--- src/rtl/alu_result_uart_tx.sv ---
// Captures ALU result bytes into a small FIFO and replays them as 8N1 UART
// frames (LSB first) on a single registered output pin.
module alu_result_uart_tx #(
  parameter int CLKS_PER_BIT = 16,
  parameter int FIFO_DEPTH   = 4
) (
  input  logic                        clk,
  input  logic                        rst_n,
  input  logic                        ena,
  input  logic [7:0]                  res_in,
  input  logic                        res_valid,
  output logic                        res_ready,
  output logic                        tx,
  output logic                        busy,
  output logic                        overflow,
  output logic [$clog2(FIFO_DEPTH):0] fifo_count
);

  localparam int PTR_W  = $clog2(FIFO_DEPTH);
  localparam int CNT_W  = PTR_W + 1;
  localparam int BAUD_W = $clog2(CLKS_PER_BIT);

  localparam logic [CNT_W-1:0]  FIFO_FULL = CNT_W'(FIFO_DEPTH);
  localparam logic [CNT_W-1:0]  CNT_ONE   = CNT_W'(1);
  localparam logic [PTR_W-1:0]  PTR_ONE   = PTR_W'(1);
  localparam logic [BAUD_W-1:0] BAUD_LAST = BAUD_W'(CLKS_PER_BIT - 1);
  localparam logic [BAUD_W-1:0] BAUD_ONE  = BAUD_W'(1);

  typedef enum logic [1:0] {
    IDLE,
    START,
    DATA,
    STOP
  } state_t;

  state_t             state;
  logic [BAUD_W-1:0]  baud_cnt;
  logic [2:0]         bit_idx;
  logic [7:0]         shift_reg;

  logic [7:0]         mem [FIFO_DEPTH];
  logic [PTR_W-1:0]   wr_ptr;
  logic [PTR_W-1:0]   rd_ptr;

  logic               baud_end;
  logic               fifo_empty;
  logic               push_req;
  logic               pop;
  logic               push_ok;

  // A pop frees a slot on the same edge, so a full FIFO still accepts a push
  // that coincides with the transition into START.
  always_comb begin
    baud_end   = (baud_cnt == BAUD_LAST);
    fifo_empty = (fifo_count == '0);
    push_req   = res_valid && ena;
    pop        = !fifo_empty && ((state == IDLE) || ((state == STOP) && baud_end));
    push_ok    = push_req && ((fifo_count < FIFO_FULL) || pop);
  end

  assign res_ready = (fifo_count < FIFO_FULL);

  always_ff @(posedge clk) begin
    if (push_ok) begin
      mem[wr_ptr] <= res_in;
    end
  end

  always_ff @(posedge clk or negedge rst_n) begin
    if (!rst_n) begin
      wr_ptr     <= '0;
      rd_ptr     <= '0;
      fifo_count <= '0;
      overflow   <= 1'b0;
    end else begin
      if (push_ok) begin
        wr_ptr <= wr_ptr + PTR_ONE;
      end
      if (pop) begin
        rd_ptr <= rd_ptr + PTR_ONE;
      end
      if (push_ok && !pop) begin
        fifo_count <= fifo_count + CNT_ONE;
      end else if (!push_ok && pop) begin
        fifo_count <= fifo_count - CNT_ONE;
      end
      if (push_req && !push_ok) begin
        overflow <= 1'b1;
      end
    end
  end

  // tx always carries the level of the bit currently on the line; the next
  // data bit is taken from shift_reg[1] as the register shifts.
  always_ff @(posedge clk or negedge rst_n) begin
    if (!rst_n) begin
      state     <= IDLE;
      tx        <= 1'b1;
      busy      <= 1'b0;
      baud_cnt  <= '0;
      bit_idx   <= '0;
      shift_reg <= '0;
    end else begin
      case (state)
        IDLE: begin
          if (pop) begin
            state     <= START;
            busy      <= 1'b1;
            tx        <= 1'b0;
            baud_cnt  <= '0;
            shift_reg <= mem[rd_ptr];
          end
        end

        START: begin
          if (baud_end) begin
            state    <= DATA;
            baud_cnt <= '0;
            bit_idx  <= '0;
            tx       <= shift_reg[0];
          end else begin
            baud_cnt <= baud_cnt + BAUD_ONE;
          end
        end

        DATA: begin
          if (baud_end) begin
            baud_cnt <= '0;
            if (bit_idx == 3'd7) begin
              state <= STOP;
              tx    <= 1'b1;
            end else begin
              bit_idx   <= bit_idx + 3'd1;
              tx        <= shift_reg[1];
              shift_reg <= {1'b0, shift_reg[7:1]};
            end
          end else begin
            baud_cnt <= baud_cnt + BAUD_ONE;
          end
        end

        STOP: begin
          if (baud_end) begin
            baud_cnt <= '0;
            if (pop) begin
              state     <= START;
              tx        <= 1'b0;
              shift_reg <= mem[rd_ptr];
            end else begin
              state <= IDLE;
              busy  <= 1'b0;
            end
          end else begin
            baud_cnt <= baud_cnt + BAUD_ONE;
          end
        end

        default: begin
          state <= IDLE;
          tx    <= 1'b1;
          busy  <= 1'b0;
        end
      endcase
    end
  end

endmodule

--- config.mk ---
export PLATFORM = sky130hd
export DESIGN_NAME = alu_result_uart_tx
export DESIGN_NICKNAME = d
export VERILOG_FILES = /design/src/rtl/alu_result_uart_tx.sv
export SDC_FILE = /design/constraint.sdc
export NUM_CORES = 1
export LEC_CHECK = 0
export CAP_MARGIN = 20
export CORE_ASPECT_RATIO = 1.4
export CORE_UTILIZATION = 47
export DETAILED_ROUTE_END_ITERATION = 6
export PLACE_DENSITY = 0.64
export SYNTH_ARGS = -nofsm -noshare
export SYNTH_HDL_FRONTEND = slang
export SYNTH_SLANG_ARGS = --single-unit
export TNS_END_PERCENT = 20
--- constraint.sdc ---
create_clock -name clk -period 3.9 [get_ports clk]
set_input_delay 0.78 -clock clk [delete_from_list [all_inputs] [get_ports clk]]
set_output_delay 0.78 -clock clk [all_outputs]
set_load 0.05 [all_outputs]
==> qor.csv, run 1 <==
metric;value;unit
Final Hold Violating Endpoints;0;
sequential cell area fraction in the yosys report;0.602;
share of the synthesized area in the top cell type;0.353;
share of layout cells above drive strength 1;0.224;
Cell Chain, Critical Path;inv_1, ha_1, a41oi_1, a21oi_1, ha_1, inv_1, fa_1, xor2_1, nor2_1, xnor2_1;
ranking of synthesized cells by area;edfxtp_1 (35%), dfrtp_1 (24%), mux2_2 (7.9%), mux4_2 (6.6%), ha_1 (6.4%);
synthesized cell area;2720;um2
maximum VDD drop;0.351;mV
Syn. warnings;0;
Yosys top cell by area;edfxtp_1;
status;finished, final reports clean;
max reg flops;32;
Routed Antenna Nets;0;
Routed WL;4850;um
vias in the first global route;1638;
Slew Limit Fails;0;
hold crit path type;reg2reg;
Critical Path RT;4.17;ns
slowest cell delay on critical path;0.49;ns
worst-path maximum fanout;15;
skew final;0.0125;ns
Reg clk slew, reported paths;0.08;ns
Root Buffer;clkbuf_8;
fillcell total;436;
post-CTS setup buffer count;0;
syn_area_per_cell;15.0;um2
All-Layer GR Usage;0.190;
DR DRC count;0;
Initial Utilization;0.492;
final worst path period need;2.90;ns
post-cts resize count;0;
Die Span Y;92.0;um
Syn Inst Count;181;
pwr/cell area;778;nW/um2
max_slew headroom;0.512;
CTS tree;built;
startpoint types;flip-flop;
count of hold-fix buffers inserted at cts;0;
endpoints failing setup;0;
FFs w/ async S/R, synth;0.458;
EDFF count, synth;32;
Initial DRC Count;78;
crit path capture type;flip-flop;
antenna cells;0;
Leakage;0.00123;uW
setup_tns;0;ns
DP Wirelength;3390;um
Final nets;232;
Longest Clk Path Bufs;2;
die area;6100;um2
Unique masters post-synth;36;
Buf/Inv on CP;2;
CP top delay family;adder cells;
WL/cell;17.4;um
RSZ-0062 raised after global routing;no;
slowest CP cell;ha_1;
most common cell after layout, fill and taps aside;edfxtp_1;
placement row count;32;
post-synthesis register bit count;59;
fin crit share;0.743;
Core Region;5530;um2
gpl congestion;0.725;
largest net degree at the start of global routing;28;
syn_nets;208;
number of vias per cell;5.67;
most frequent cells in the layout;edfxtp_1 (32), dfrtp_1 (26), mux2_2 (19);
Top-Level Pins;19;
register area;1640;um2
Setup Crit Path Kind;reg2reg;
Top FF cell, synth;edfxtp_1;
clock latency on the worst-skew pair;0.34;ns
Finished Core Util;0.571;
die width;66.3;um
initial antenna violation count;0;
Max-cap violations;0;
crit path DAT;3.17;ns
P&R area growth vs syn;16.1;%
H-tree levels;3;
Max Clock Freq;345;MHz
PortBufs;18;
Sink Count;59;
CTS buffer count;9;
routed via count;1577;
first-pass GRT wire length;8050;um
area of the multi-input gates;1020;um2
Worst-Margin Slew;0.726;ns
DR pass1 iterations;4;
grt ovf;0;
-- power breakdown --
part           internal, uW  switching [uW]
Sequential              823             162
Combinational           455             475
Clock                   292             248
Total                  1570             886
-- cell type report --
type / instances / share of cell area
inverters: 8 / 0.00951
repair buffers: 19 / 0.0595
flip-flops and latches: 59 / 0.519
multi-input cells: 108 / 0.324
well taps: 68 / 0.0270
clock inverters: 7 / 0.0218
clock buffers: 9 / 0.0392
-- routing by layer --
layer  up-vias  GRT usage  share of wire
li1        730          -              -
met1       809      0.208           0.40
met2        30      0.321           0.55
met3         8     0.0784          0.031
met4         0     0.0745          0.015
met5         -          0              0
-- cells by family after synthesis --
kind of cell | after synthesis | share of synthesized area
AOI/OAI and AO/OA | 27 | 0.0764
xor gates and xnor gates | 6 | 0.0193
adders and majority gates | 15 | 0.0718
buffers and inverters | 14 | 0.0212
DFF | 59 | 0.602
muxes | 28 | 0.150
and+or+nand+nor | 32 | 0.0589
-- metrics by stage --
| stage | hold slack (ns) | area (um2) | setup WS (ns) | total power, uW | std cells |
|---|---|---|---|---|---|
| 2_1_floorplan | 0.475 | 2720 | 1.48 | 1690 | 181 |
| 3_3_place_gp | 0.449 | 2960 | 1.09 | 1880 | 262 |
| 3_5_place_dp | 0.464 | 2960 | 0.922 | 1930 | 262 |
| 4_1_cts | 0.476 | 3160 | 0.964 | 2490 | 278 |
| 5_1_grt | 0.499 | 3160 | 0.704 | 2610 | 278 |
| 6_report | 0.472 | 3160 | 1.00 | 2460 | 278 |
-- synthesized netlist by cell type, types with 2 or more instances --
library cell and instances:
nand3_1 6, and2_1 5, mux4_2 8, a22o_1 5, edfxtp_1 32, dfrtp_1 26, mux2_2 19, or3_1 2
o31ai_1 2, nor3_1 2, xor2_1 2, o41ai_1 2, clkbuf_1 3, nand2_1 5, ha_1 14, inv_1 8
nand2b_1 2, xnor2_1 4, nor2_1 7, a21oi_1 5, o21ai_0 7
-- final timing paths --
check | cells past startpoint | start | endpoint | slack [ns]
hold reg to reg | 1 | overflow | overflow | 0.47
setup reg to reg | 10 | state[1] | fifo_count[2] | 1.00
min in group asynchronous | 2 | rst_n | baud_cnt[3] | 0.81
max in group asynchronous | 2 | rst_n | tx | 2.77
setup / recovery | 10 | state[1] | fifo_count[2] | 1.00
hold / removal | 1 | overflow | overflow | 0.47
(Power assumes the default switching activity.)
==> run 2, diff against run 1 <==
==> constraint.sdc (replaced) <==
create_clock -name clk -period 3 [get_ports clk]
set_input_delay 0.6 -clock clk [delete_from_list [all_inputs] [get_ports clk]]
set_output_delay 0.6 -clock clk [all_outputs]
set_load 0.05 [all_outputs]
==> run 2 against run 1 <==
Flip-flop and latch count stayed put. Cell area grew 1.8%. Clock skew hardly changed. Sequential share of layout area decreased by 0.91 points. Clock-buffer cell count grew 2. Register-to-register slack worse by 0.41 ns. Critical path type unchanged.
==> qor.csv, run 2 (same netlist as run 1, synthesis figures left out) <==
metric;value;unit
Worst Hold Launch;overflow;
Critical Path RT;3.26;ns
Final nets;236;
max reg flops;32;
Initial Utilization;0.492;
pwr/cell area;1030;nW/um2
endpoints failing setup;0;
Slew Limit Fails;0;
DR DRC count;0;
count of hold-fix buffers inserted at cts;0;
gpl congestion;0.755;
worst-path maximum fanout;6;
hold crit path type;reg2reg;
max_slew headroom;0.574;
RSZ-0062 raised after global routing;no;
Final Hold Violating Endpoints;0;
die width;66.3;um
initial antenna violation count;0;
CTS tree;built;
Die Span Y;92.0;um
Max Clock Freq;416;MHz
setup_tns;0;ns
placement row count;32;
status;finished, final reports clean;
slowest CP cell;dfrtp_1;
number of vias per cell;5.60;
Max-cap violations;0;
startpoint types;flip-flop;
crit path DAT;2.66;ns
fin crit share;0.801;
Cell Chain, Critical Path;ha_1, a41oi_1, nor2_1, inv_1, ha_1, inv_1, fa_1, xor2_1, nor2_1, xnor2_1;
All-Layer GR Usage;0.180;
R2R Path Start;state[0];
DP Wirelength;3460;um
largest net degree at the start of global routing;28;
skew final;0.0124;ns
routed via count;1579;
Core Region;5530;um2
CP Launch Point;state[0];
slowest cell delay on critical path;0.44;ns
DR pass1 iterations;4;
P&R area growth vs syn;18.2;%
vias in the first global route;1680;
die area;6100;um2
grt ovf;0;
most common cell after layout, fill and taps aside;edfxtp_1;
clock latency on the worst-skew pair;0.33;ns
maximum VDD drop;0.469;mV
Sink Count;59;
Initial DRC Count;63;
Root Buffer;clkbuf_8;
Top-Level Pins;19;
post-CTS setup buffer count;0;
Setup Crit Path Kind;reg2reg;
Reg clk slew, reported paths;0.07;ns
Leakage;0.00127;uW
Finished Core Util;0.582;
first-pass GRT wire length;7890;um
antenna cells;0;
final worst path period need;2.40;ns
Worst-Margin Slew;0.637;ns
H-tree levels;3;
most frequent cells in the layout;edfxtp_1 (32), dfrtp_1 (26), mux2_2 (19);
WL/cell;16.8;um
post-cts resize count;0;
share of layout cells above drive strength 1;0.229;
CTS buffer count;9;
crit path capture type;flip-flop;
Routed WL;4740;um
PortBufs;18;
Routed Antenna Nets;0;
Longest Clk Path Bufs;2;
==> run 2: layout make-up <==
class	count	area, um2
fillers	430	2310
flip-flops and latches	59	1640
multi-input cells	108	1020
repair buffers	23	218
clock buffers	11	141
well taps	68	85.1
clock inverters	5	77.6
inverters	8	30.0
==> run 2: final timing paths <==
check,endpoint,slack [ns],cells past startpoint
max,fifo_count[2],0.60,10
min,overflow,0.47,1
max reg2reg,fifo_count[2],0.60,10
min reg2reg,overflow,0.47,1
max in group asynchronous,tx,2.04,2
min in group asynchronous,baud_cnt[2],0.63,2
==> run 2: stage by stage <==
step	power [uW]	setup WS [ns]	hold WS, ns	area (um2)	instances
finish	3320	0.597	0.470	3210	282
global route	3530	0.449	0.506	3210	282
CTS	3360	0.581	0.470	3210	282
detailed placement	2570	0.524	0.493	2990	266
global placement	2480	0.642	0.450	2990	266
floorplan	2200	0.582	0.304	2720	181
==> run 2: power by group <==
group / leakage [uW] / switching (uW) / internal, uW
registers: 0.000611 / 211 / 1070
logic: 0.000547 / 636 / 621
clock network: 0.000111 / 299 / 488
total: 0.00127 / 1150 / 2180
==> run 2: per-layer routing <==
metal | up-vias | track usage | share of wire
met5 | - | 0 | 0
met4 | 0 | 0.0957 | 0.022
met3 | 11 | 0.0348 | 0.027
met2 | 33 | 0.324 | 0.56
met1 | 799 | 0.193 | 0.39
li1 | 736 | - | -
==> run 2: worst max-delay path, delay by kind of cell (launching register included) <==
family	cells	cell delay (ns)
AO/OA/AOI/OAI	1	0.36
XOR/XNOR	2	0.27
adder cells (fa/ha/maj)	3	0.86
buffers and inverters	2	0.14
flip-flops	1	0.44
AND/OR/NAND/NOR	2	0.25
==> run 3, diff against run 2 <==
--- a/config.mk
+++ b/config.mk
@@ -9,7 +9,7 @@
 export CORE_ASPECT_RATIO = 1.4
 export CORE_UTILIZATION = 47
 export DETAILED_ROUTE_END_ITERATION = 6
-export PLACE_DENSITY = 0.64
+export PLACE_DENSITY = 0.67
 export SYNTH_ARGS = -nofsm -noshare
 export SYNTH_HDL_FRONTEND = slang
 export SYNTH_SLANG_ARGS = --single-unit
==> constraint.sdc (replaced) <==
create_clock -name clk -period 1.97 [get_ports clk]
set_input_delay 0.394 -clock clk [delete_from_list [all_inputs] [get_ports clk]]
set_output_delay 0.394 -clock clk [all_outputs]
set_load 0.05 [all_outputs]
==> run 3 against run 2 <==
The run now ends with setup timing left. Sequential power is 52% higher. Clock skew fell by 0.010 ns. Sequential share of layout area is 6.7 points lower. Clock-buffer cell count shrank 2.
==> qor.csv, run 3 (same netlist as run 1, synthesis figures left out) <==
metric;value;unit
status;complete, but fails checks;
failing checks;setup timing;
R2R setup slack;-0.06;ns
gpl congestion;0.783;
Die Span Y;92.0;um
max_slew headroom;0.667;
most frequent cells in the layout;buf_4 (33), edfxtp_1 (32), dfrtp_1 (21);
Initial DRC Count;15;
hold crit path type;in2async;
All-Layer GR Usage;0.191;
Longest Clk Path Bufs;2;
pwr/cell area;1640;nW/um2
R2R depth;11;
number of vias per cell;5.39;
clock latency on the worst-skew pair;0.32;ns
DR DRC count;0;
Final WS setup;-0.0558;ns
largest net degree at the start of global routing;28;
Initial Utilization;0.492;
Root Buffer;clkbuf_8;
Leakage;0.00149;uW
routed via count;1683;
Finished Core Util;0.672;
Routed WL;5210;um
P&R area growth vs syn;36.5;%
crit path DAT;2.27;ns
Critical Path RT;2.21;ns
R2R Path Start;state[0];
Buf/Inv on CP;3;
Sink Count;59;
skew final;0.00229;ns
final hold slack;0.447;ns
Reg clk slew, reported paths;0.07;ns
crit path capture type;flip-flop;
DR pass1 iterations;4;
Cell Chain, Critical Path;inv_4, ha_4, a41oi_4, nor2_2, inv_1, ha_2, inv_2, fa_2, xor2_1, nor2_1, xnor2_1;
critical path depth in cells;11;
grt ovf;0;
slowest cell delay on critical path;0.44;ns
Core Region;5530;um2
first-pass GRT wire length;8460;um
endpoints failing setup;2;
worst-path maximum fanout;4;
max reg flops;32;
maximum VDD drop;1.07;mV
RSZ-0062 raised after global routing;yes;
Routed Antenna Nets;0;
antenna cells;0;
placed cell area;3260;um2
WL/cell;16.7;um
Top-Level Pins;19;
final worst path period need;2.03;ns
share of layout cells above drive strength 1;0.447;
Slew Limit Fails;0;
CP top delay family;adder cells;
most common cell after layout, fill and taps aside;buf_4;
Max Clock Freq;494;MHz
R2R Path End;fifo_count[2];
PortBufs;18;
Finished Cell Area;3710;um2
die width;66.3;um
initial antenna violation count;0;
H-tree levels;3;
DP Wirelength;3700;um
startpoint types;flip-flop;
CP endpoint;fifo_count[2];
die area;6100;um2
Final nets;266;
Max-cap violations;0;
CP Launch Point;state[0];
Setup Crit Path Kind;reg2reg;
fin crit share;1.03;
Final Hold Violating Endpoints;0;
vias in the first global route;1814;
slowest CP cell;dfrtp_2;
Worst-Margin Slew;0.498;ns
CTS buffer count;9;
placement row count;32;
CTS tree;built;
count of hold-fix buffers inserted at cts;0;
run 3: cell count changes in the layout (fill, tap and decap cells not counted), sizes merged:
cell,before,now
clkinvlp,0,1
clkinv,3,2
clkdlybuf4s50,18,13
clkbuf,11,9
bufinv,2,4
buf,5,40
run 3: cell type report:
| class | count | area (um2) |
|---|---|---|
| Fill cell | 377 | 1810 |
| Sequential cell | 59 | 1640 |
| Multi-Input combinational cell | 108 | 1180 |
| Timing Repair Buffer | 53 | 500 |
| Clock inverter | 7 | 140 |
| Clock buffer | 9 | 124 |
| Tap cell | 68 | 85.1 |
| Inverter | 8 | 32.5 |
run 3: what timing repair did:
item / in CTS / in global routing
setup buffers: 7 / 3
pin swaps: 5 / 3
setup endpoints to repair: 10 / 13
resized for setup: 7 / 16
run 3: through the flow:
step	total power (uW)	setup WS (ns)	cells	setup TNS, ns
final	6070	-0.0558	312	-0.108
after global routing	6380	-0.196	312	-0.449
after CTS	5900	-0.0662	309	-0.178
after detailed placement	4270	-0.208	286	-0.988
after global placement	4120	-0.107	286	-0.484
after floorplan	3480	-0.114	181	-0.374
run 3: power by group:
part           total (uW)  switching [uW]  internal, uW
Sequential           1940             300          1640
Combinational        2690            1230          1460
Clock                1440             477           966
run 3: worst register-to-register path, cell delays in order (launching register included):
cell     delay [ns]
dfrtp_2        0.44
inv_4          0.05
ha_4           0.16
a41oi_4        0.21
nor2_2         0.07
inv_1          0.07
ha_2           0.19
inv_2          0.04
fa_2           0.33
xor2_1         0.14
nor2_1         0.11
xnor2_1        0.13
run 3: how the worst min path moves through the flow:
stage	end	cells after the start	slack [ns]
floorplan	baud_cnt[0]	0	0.1
global placement	overflow	1	0.45
detailed placement	overflow	1	0.46
CTS	bit_idx[2]	2	0.45
global route	wr_ptr[1]	2	0.50
finish	baud_cnt[0]	2	0.45
run 3: routing by layer:
metal	part of all wire	track usage	vias up	wire, um
met5	0	0	-	0
met4	0.019	0.0780	0	101
met3	0.023	0.0473	10	121
met2	0.56	0.351	25	2940
met1	0.39	0.201	854	2050
li1	-	-	794	-
